==> config.mk <==
export PLATFORM = sky130hd
export DESIGN_NAME = cmd_issue_unit
export DESIGN_NICKNAME = d
export VERILOG_FILES = /design/src/rtl/cop_pkg.sv /design/src/rtl/cmd_fifo.sv /design/src/rtl/cmd_issue_unit.sv
export SDC_FILE = /design/constraint.sdc
export NUM_CORES = 1
export LEC_CHECK = 0
export CAP_MARGIN = 10
export CORE_ASPECT_RATIO = 1.5
export CORE_MARGIN = 2
export CORE_UTILIZATION = 40
export DETAILED_ROUTE_END_ITERATION = 16
export PLACE_DENSITY = 0.79
export SYNTH_ARGS = -nofsm -noshare
export SYNTH_HDL_FRONTEND = slang
export SYNTH_SLANG_ARGS = --single-unit
==> constraint.sdc <==
create_clock -name clk -period 2.3 [get_ports clk]
set_input_delay 0.46 -clock clk [delete_from_list [all_inputs] [get_ports clk]]
set_output_delay 0.46 -clock clk [all_outputs]
set_load 0.02 [all_outputs]
==> src/rtl/cop_pkg.sv <==
// Shared coprocessor definitions: issue FSM encoding, opcodes, instruction fields.
package cop_pkg;

   // Issue FSM encoding
   typedef enum logic [1:0] {
      IDLE      = 2'd0,
      ISSUE     = 2'd1,
      WAIT_BUSY = 2'd2,
      WAIT_DONE = 2'd3
   } cu_state_t;

   // Opcodes carried in instr[2:0]; 3'b111 is reserved and rejected
   typedef enum logic [2:0] {
      OP_CMD0    = 3'd0,
      OP_CMD1    = 3'd1,
      OP_CMD2    = 3'd2,
      OP_CMD3    = 3'd3,
      OP_CMD4    = 3'd4,
      OP_CMD5    = 3'd5,
      OP_CMD6    = 3'd6,
      OP_ILLEGAL = 3'd7
   } op_t;

   // Instruction field positions
   localparam int unsigned INSTR_W  = 32;
   localparam int unsigned OP_LSB   = 0;
   localparam int unsigned OP_W     = 3;
   localparam int unsigned SIZE_LSB = 3;
   localparam int unsigned SIZE_W   = 2;
   localparam int unsigned CMD_W    = OP_W + SIZE_W;

   // Queued command payload; bit layout mirrors instr[4:0]
   typedef struct packed {
      logic [SIZE_W-1:0] mat_size;
      logic [OP_W-1:0]   op;
   } cmd_t;

   // Extract the decoded fields from the low instruction bits
   function automatic cmd_t decode_instr(input logic [CMD_W-1:0] instr);
      cmd_t c;
      c.op       = instr[OP_LSB +: OP_W];
      c.mat_size = instr[SIZE_LSB +: SIZE_W];
      return c;
   endfunction

endpackage

==> src/rtl/cmd_fifo.sv <==
// Synchronous command FIFO with level count; DEPTH must be a power of two.
module cmd_fifo
   import cop_pkg::*;
#(
   parameter int unsigned WIDTH = 5,
   parameter int unsigned DEPTH = 4
) (
   input  logic                     clk,
   input  logic                     rst,
   input  logic                     push,
   input  logic                     pop,
   input  logic [WIDTH-1:0]         din,
   output logic [WIDTH-1:0]         dout,
   output logic                     full,
   output logic                     empty,
   output logic [$clog2(DEPTH):0]   level
);
   localparam int unsigned AW    = $clog2(DEPTH);
   localparam int unsigned LVL_W = AW + 1;

   logic [WIDTH-1:0] mem [DEPTH];
   logic [AW-1:0]    wr_ptr;
   logic [AW-1:0]    rd_ptr;
   logic             do_push;
   logic             do_pop;

   assign full    = (level == LVL_W'(DEPTH));
   assign empty   = (level == '0);
   assign do_push = push & ~full;
   assign do_pop  = pop & ~empty;
   assign dout    = mem[rd_ptr];

   // Pointer and occupancy tracking
   always_ff @(posedge clk) begin
      if (rst) begin
         wr_ptr <= '0;
         rd_ptr <= '0;
         level  <= '0;
      end else begin
         if (do_push) wr_ptr <= wr_ptr + AW'(1);
         if (do_pop)  rd_ptr <= rd_ptr + AW'(1);
         level <= level + LVL_W'(do_push) - LVL_W'(do_pop);
      end
   end

   // Storage array; contents are don't-care until written
   always_ff @(posedge clk) begin
      if (do_push) mem[wr_ptr] <= din;
   end

endmodule

==> src/rtl/cmd_issue_unit.sv <==
// Command issue stage: HPS req/ack intake, command queue, single-pulse issue to
// the control unit, completion tracking and sticky status.
// Build option: CMD_FIFO_EN selects a DEPTH-entry FIFO; otherwise a single
// holding register is used and new commands wait for the previous completion.
module cmd_issue_unit
   import cop_pkg::*;
#(
   parameter int unsigned DEPTH = 4,
   parameter int unsigned CNT_W = 8
) (
   input  logic                     clk,
   input  logic                     rst,
   input  logic                     hps_req,
   input  logic [INSTR_W-1:0]       hps_instr,
   output logic                     hps_ack,
   input  logic                     clr_status,
   input  logic                     cu_ready,
   input  logic                     cu_overflow,
   output logic                     start,
   output logic [OP_W-1:0]          op_code,
   output logic [SIZE_W-1:0]        mat_size,
   output logic                     busy,
   output logic [$clog2(DEPTH):0]   fifo_level,
   output logic                     ovf_sticky,
   output logic                     err_illegal,
   output logic [CNT_W-1:0]         done_cnt
);
   localparam int unsigned LVL_W = $clog2(DEPTH) + 1;

   cu_state_t        state;
   cmd_t             in_cmd_c;
   cmd_t             q_head;
   logic             q_empty;
   logic [LVL_W-1:0] q_level;
   logic [LVL_W-1:0] lvl_nxt_c;
   logic             in_illegal_c;
   logic             can_accept_c;
   logic             accept_c;
   logic             push_c;
   logic             pop_c;
   logic             done_c;
   logic             busy_nxt_c;
   logic             unused_instr_hi;

   assign in_cmd_c        = decode_instr(hps_instr[CMD_W-1:0]);
   assign unused_instr_hi = ^hps_instr[INSTR_W-1:CMD_W];
   assign in_illegal_c    = (in_cmd_c.op == OP_ILLEGAL);
   assign accept_c        = hps_req & ~hps_ack & can_accept_c;
   assign push_c          = accept_c & ~in_illegal_c;
   assign pop_c           = (state == IDLE) & ~q_empty & cu_ready;
   assign done_c          = (state == WAIT_DONE) & cu_ready;
   assign lvl_nxt_c       = q_level + LVL_W'(push_c) - LVL_W'(pop_c);
   assign busy_nxt_c      = pop_c | (state == ISSUE) | (state == WAIT_BUSY) |
                            ((state == WAIT_DONE) & ~cu_ready) | (lvl_nxt_c != '0);
   assign fifo_level      = q_level;

`ifdef CMD_FIFO_EN
   logic q_full;

   cmd_fifo #(
      .WIDTH (CMD_W),
      .DEPTH (DEPTH)
   ) u_cmd_fifo (
      .clk   (clk),
      .rst   (rst),
      .push  (push_c),
      .pop   (pop_c),
      .din   (in_cmd_c),
      .dout  (q_head),
      .full  (q_full),
      .empty (q_empty),
      .level (q_level)
   );

   assign can_accept_c = ~q_full;
`else
   logic hold_vld;
   cmd_t hold_cmd;

   // Single-entry holding register; refilled only once the unit is fully idle
   always_ff @(posedge clk) begin
      if (rst) begin
         hold_vld <= 1'b0;
         hold_cmd <= '0;
      end else begin
         if (pop_c) hold_vld <= 1'b0;
         if (push_c) begin
            hold_vld <= 1'b1;
            hold_cmd <= in_cmd_c;
         end
      end
   end

   assign q_head       = hold_cmd;
   assign q_empty      = ~hold_vld;
   assign q_level      = LVL_W'(hold_vld);
   assign can_accept_c = ~hold_vld & (state == IDLE);
`endif

   // Issue FSM with registered start/opcode/size and completion status
   always_ff @(posedge clk) begin
      if (rst) begin
         state      <= IDLE;
         start      <= 1'b0;
         op_code    <= '0;
         mat_size   <= '0;
         ovf_sticky <= 1'b0;
         done_cnt   <= '0;
      end else begin
         start <= 1'b0;
         case (state)
            IDLE: begin
               if (pop_c) begin
                  state    <= ISSUE;
                  start    <= 1'b1;
                  op_code  <= q_head.op;
                  mat_size <= q_head.mat_size;
               end
            end
            ISSUE:     state <= WAIT_BUSY;
            WAIT_BUSY: if (!cu_ready) state <= WAIT_DONE;
            WAIT_DONE: if (cu_ready) state <= IDLE;
            default:   state <= IDLE;
         endcase
         // Clear beats a coincident completion, but the completion still counts
         if (clr_status) begin
            ovf_sticky <= 1'b0;
            done_cnt   <= CNT_W'(done_c);
         end else if (done_c) begin
            ovf_sticky <= ovf_sticky | cu_overflow;
            done_cnt   <= done_cnt + CNT_W'(1);
         end
      end
   end

   // Four-phase acknowledge, illegal-word flag and busy indication
   always_ff @(posedge clk) begin
      if (rst) begin
         hps_ack     <= 1'b0;
         err_illegal <= 1'b0;
         busy        <= 1'b0;
      end else begin
         if (accept_c)                hps_ack <= 1'b1;
         else if (hps_ack & ~hps_req) hps_ack <= 1'b0;
         if (accept_c & in_illegal_c) err_illegal <= 1'b1;
         else if (clr_status)         err_illegal <= 1'b0;
         busy <= busy_nxt_c;
      end
   end

endmodule

[Yosys cells after proc, flatten, opt, wreduce, memory -nomap -nowiden]
Index checks and enable logic that the tools add are counted.
Storage, ports and cells
  output and inout bits: 21
  word-level logic and storage cells: 67
  register bits: 26
  input bits: 38
Cells by class
  equality and inequality tests: 7
  mux-type cells: 13
  reduce and logical (&&, ||, !) cells: 10
  add/subtract/negate cells: 3
  bitwise logic cells: 21
Operators with widths (count)
  1-bit bitwise AND: 10
  1-bit 2-to-1 mux: 9
  8-bit by 1-bit adder with 8-bit output, second input constant: 1
  2-bit one-hot mux with 4 select lines: 1
  2-bit nonzero test: 4
  2-bit 2-to-1 mux: 3
  2-bit inequality test, second input constant: 3
  1-bit inverter: 6
  1-bit bitwise OR: 5
  2-bit == test, second input constant: 2
  2-bit OR reduction: 2
  3-bit == test, second input constant: 1
  3-bit AND reduction: 1
  3-bit nonzero test: 1
  2-bit by 1-bit subtractor with 3-bit output: 1
  1-bit by 1-bit adder with 2-bit output: 1
  2-bit by 1-bit == test with 1-bit output, second input constant: 1
  2-bit logical NOT: 1
  2-bit AND reduction: 1

[Logic depth before layout (Yosys ltp)]
  depth after elaboration: 8
  mapped depth: 11
  depth with buffers taken out: 11

[Worst setup path before layout]
No wires, ideal clock.
  path type: reg-to-reg
  start point: register state[0]
  end point: register busy
  clock period less this slack: 1.844 ns
  buffers on the path: 0
  data arrival time: 1.713 ns
  data required time: 2.168 ns
  slack: 0.456 ns
  setup time: 0.132 ns
  stages on the path, launching flop included: 11
  cells stage by stage: dfxtp_1 -> inv_1 -> ha_1 -> nand3_2 -> inv_2 -> ha_1 -> inv_1 -> ha_1 -> inv_1 -> ha_1 -> a31oi_1
Between the ends
  elaborated cells between the ends (all ways): 17
  those cells by class: add/sub (2); eq/ne (3); bitwise (10); reduce/logical (2)
RTL lines
  from (decl): line cmd_issue_unit.sv:30  | cu_state_t state;
  from (signal assigned): line cmd_issue_unit.sv:103  | state <= IDLE;
  from (signal assigned): line cmd_issue_unit.sv:114  | state <= ISSUE;
  from (signal assigned): line cmd_issue_unit.sv:120  | ISSUE: state <= WAIT_BUSY;
  2-bit logical NOT *: line cmd_issue_unit.sv:50  | assign pop_c = (state == IDLE) & ~q_empty & cu_ready;
  1-bit bitwise AND * (2 in series): line cmd_issue_unit.sv:50
  named net pop_c: line cmd_issue_unit.sv:40  | logic pop_c;
  parallel branches: the longest is 3 deep, another holds 2-bit by 1-bit subtractor with 3-bit output
  1-bit bitwise OR *: line cmd_issue_unit.sv:54  | ((state == WAIT_DONE) & ~cu_ready) | (lvl_nxt_c != '0);
  to (signal assigned): line cmd_issue_unit.sv:147  | busy <= busy_nxt_c;
  to (decl): line cmd_issue_unit.sv:22  | output logic busy,
Mark *: on every way through the listed nets, which the timed path passes.
A chain may end at the register's enable or synchronous reset.

[Final worst setup path]
Ends and elaborated chain as after synthesis.

==> results_dict.tcl <==
set metrics [dict create \
    grt_use_total_pct 15.6 \
    p_leak_nw 0.600 \
    pwr_density_cell_nw_per_um2 857 \
    synthArstFlopShare_pct 0 \
    maxCapViolCount 0 \
    clock-sinks 26 \
    p_seq_share_pct 40.0 \
    placed_area_sq_um 1550 \
    die_y_microns 71.6 \
    endpoint_kind "flip-flop" \
    antenna_found_initial 0 \
    finalSetupViolations 0 \
    syn-cell-area_sq_um 1220 \
    viasPerCell 4.86 \
    pwr-share-comb_pct 38.7 \
    cts_buffers 3 \
    ant_nets 0 \
    synth_mux_area_share_pct 3.28 \
    final-hold-violation-count 0 \
    tns_ns 0 \
    area_growth_pct 31.8 \
    report.final.slew_viol_count 0 \
    cts_max_level 1 \
    grt_overflow 0 \
    ys_ff_latch 26 \
    cts_hold_buf 0 \
    insertion_delay_ns 0.27 \
    grt_pass1_wl_mm 4.30 \
    vdd_drop_max_v 0.000492 \
    grt_pass1_vias 1050 \
    cts-root-buf "clkbuf_8" \
    drt_iter0_markers 20 \
    ys.warnings.count 0 \
    rsz0062_at_grt "no" \
    synth_enable_flop_cells 0 \
    swShare_pct 34.7 \
    synth.distinct_cells 34 \
    dp_hpwl_mm 2.03 \
    crit_required_ns 2.43 \
    cts_setup_buffers 0 \
    post-route-period-util_pct 86.7 \
    synth-xor-area-share_pct 4.31 \
    worst-path-max-fanout 5 \
    cts_tree "yes" \
    synth_fa_ha_area_share_pct 9.23 \
    cts-resized-gates 0 \
    arrival_ns 2.13 \
    fin_skew_ns 0.00484 \
    drive_gt1_share_pct 10.2 \
    synthSimpleGateAreaFrac_pct 25.1 \
    clockPowerShare_pct 21.2 \
    slew_headroom_pct 65.5 \
    final_common_cell "clkdlybuf4s50_1" \
    drc 0 \
    grt_max_degree 15 \
    nets 214 \
    start_util_pct 41.9 \
    worst_pin_slew_ns 0.504 \
    yosys_most_used_dff "dfxtp_1" \
    gp_congestion 0.774 \
    clockBufferDepth 2 \
    p_sw_mw 0.479 \
    num_rows 24 \
    fmax_mhz 501 \
    criticalPathCategory "flip-flop to flip-flop" \
    crit_top_cell "ha_1" \
    numPortBuffers 29 \
    fp.dieW_microns 49.1 \
    io-pin-count 59 \
    design_area_sq_um 1610 \
    slowest_delay_ns 0.39 \
    coreArea_sq_um 2910 \
    dr.pass1.iters 4 \
    crit_slowest_cell "dfxtp_1" \
    syn_inst 135 \
    drt_wl_total_mm 2.58 \
    dr_total_vias 997 \
    crit_path_start_kind "flip-flop" \
    path_clk_slew_ns 0.09 \
    die_area_sq_um 3520 \
    avgSynthCellArea_sq_um 9.04 \
    drt-wirelength-per-cell_microns 12.6 \
    hold_path.class "flip-flop to flip-flop" \
    most-common-layout-cells "29 x clkdlybuf4s50_1, 26 x dfxtp_1, 23 x nor2_1" \
    cp_cell_sequence "inv_1 -> ha_1 -> nand3_2 -> inv_2 -> ha_1 -> inv_1 -> ha_1 -> inv_1 -> ha_1 -> nor2_1 -> a31oi_1" \
    synth_top_family_by_area "simple AND/OR/NAND/NOR gates" \
    post-route-min-period_ns 1.99 \
    synth_compound_area_share_pct 8.72 \
    antennaDiodeCount 0 \
    yosysSeqAreaShare_pct 42.7 \
    outcome "finished, final reports clean" \
    p_int_mw 0.900 \
]
## synth_stat cells, types with 3 or more instances
cell,n,area (sq um)
mux2i_1,4,40.0
nand4_1,3,18.8
xor2_1,3,26.3
xnor2_1,3,26.3
a21oi_1,8,40.0
ha_1,9,113
inv_1,6,22.5
nand2_1,13,48.8
buf_4,4,30.0
nor2_1,23,86.3
nor3_2,3,30.0
nor2b_1,3,18.8
dfxtp_1,26,521
## critical path, delay by kind of cell, from the launching register on
family / cells / cell delay [ns]
adder cells (fa/ha/maj): 4 / 0.89
AO/OA/AOI/OAI: 1 / 0.12
AND/OR/NAND/NOR: 2 / 0.23
buffers and inverters: 4 / 0.24
flip-flops: 1 / 0.39
## kinds of logic (layout without fill, tap and decap cells)
group | Yosys count | after routing
buf+inv | 16 | 46
other cells | 1 | 2
xor+xnor | 6 | 6
simple gates | 58 | 58
flops | 26 | 26
compound gates | 15 | 15
fa+ha+maj | 9 | 9
mux | 4 | 4
## layer usage
metal | track usage [%] | part of all wire, %
met2 | 29.7 | 55
met5 | 0 | 0
met4 | 5.71 | 0.97
met3 | 3.13 | 3.8
met1 | 16.5 | 40
## stage by stage
| stage | worst slack (ns) | utilization (%) | std cells | hold slack, ns | total power [mW] |
|---|---|---|---|---|---|
| floorplan | 0.456 | - | 136 | 0.431 | 0.934 |
| global placement | 0.172 | 53.3 | 201 | 0.442 | 1.05 |
| detailed placement | 0.130 | 53.3 | 201 | 0.446 | 1.08 |
| CTS | 0.287 | 55.2 | 205 | 0.466 | 1.39 |
| global route | 0.191 | 55.2 | 205 | 0.482 | 1.46 |
| finish | 0.305 | 55.2 | 205 | 0.465 | 1.38 |
## sequential cells by signal, indices dropped and copies added (netlist names)
register,cells
mat_size,2
ovf_sticky,1
start,1
busy,1
hold_cmd,5
state,2
err_illegal,1
op_code,3
hps_ack,1
done_cnt,8
hold_vld,1
## power groups by stage
stage / registers, mW / logic [mW] / clock network [mW]
CTS: 0.553 / 0.535 / 0.299
detailed placement: 0.562 / 0.522 / 0
finish: 0.552 / 0.534 / 0.293
global placement: 0.558 / 0.494 / 0
global route: 0.560 / 0.578 / 0.321
floorplan: 0.575 / 0.359 / 0
## worst paths after layout
check / slack [ns] / end / start / cells past startpoint
setup / recovery: 0.31 / busy / state[0] / 11
setup reg to reg: 0.31 / busy / state[0] / 11
hold reg to reg: 0.47 / op_code[0] / hold_cmd[0] / 2
hold / removal: 0.47 / op_code[0] / hold_cmd[0] / 2
## cell type report
class / instances / area, sq um
clock buffer: 4 / 55.1
multi-input combinational: 94 / 626
tap: 39 / 48.8
sequential: 26 / 520
timing repair buffer: 34 / 328
fill: 290 / 1310
inverter: 8 / 30.0
No activity file was read; power rests on OpenSTA's default activity.
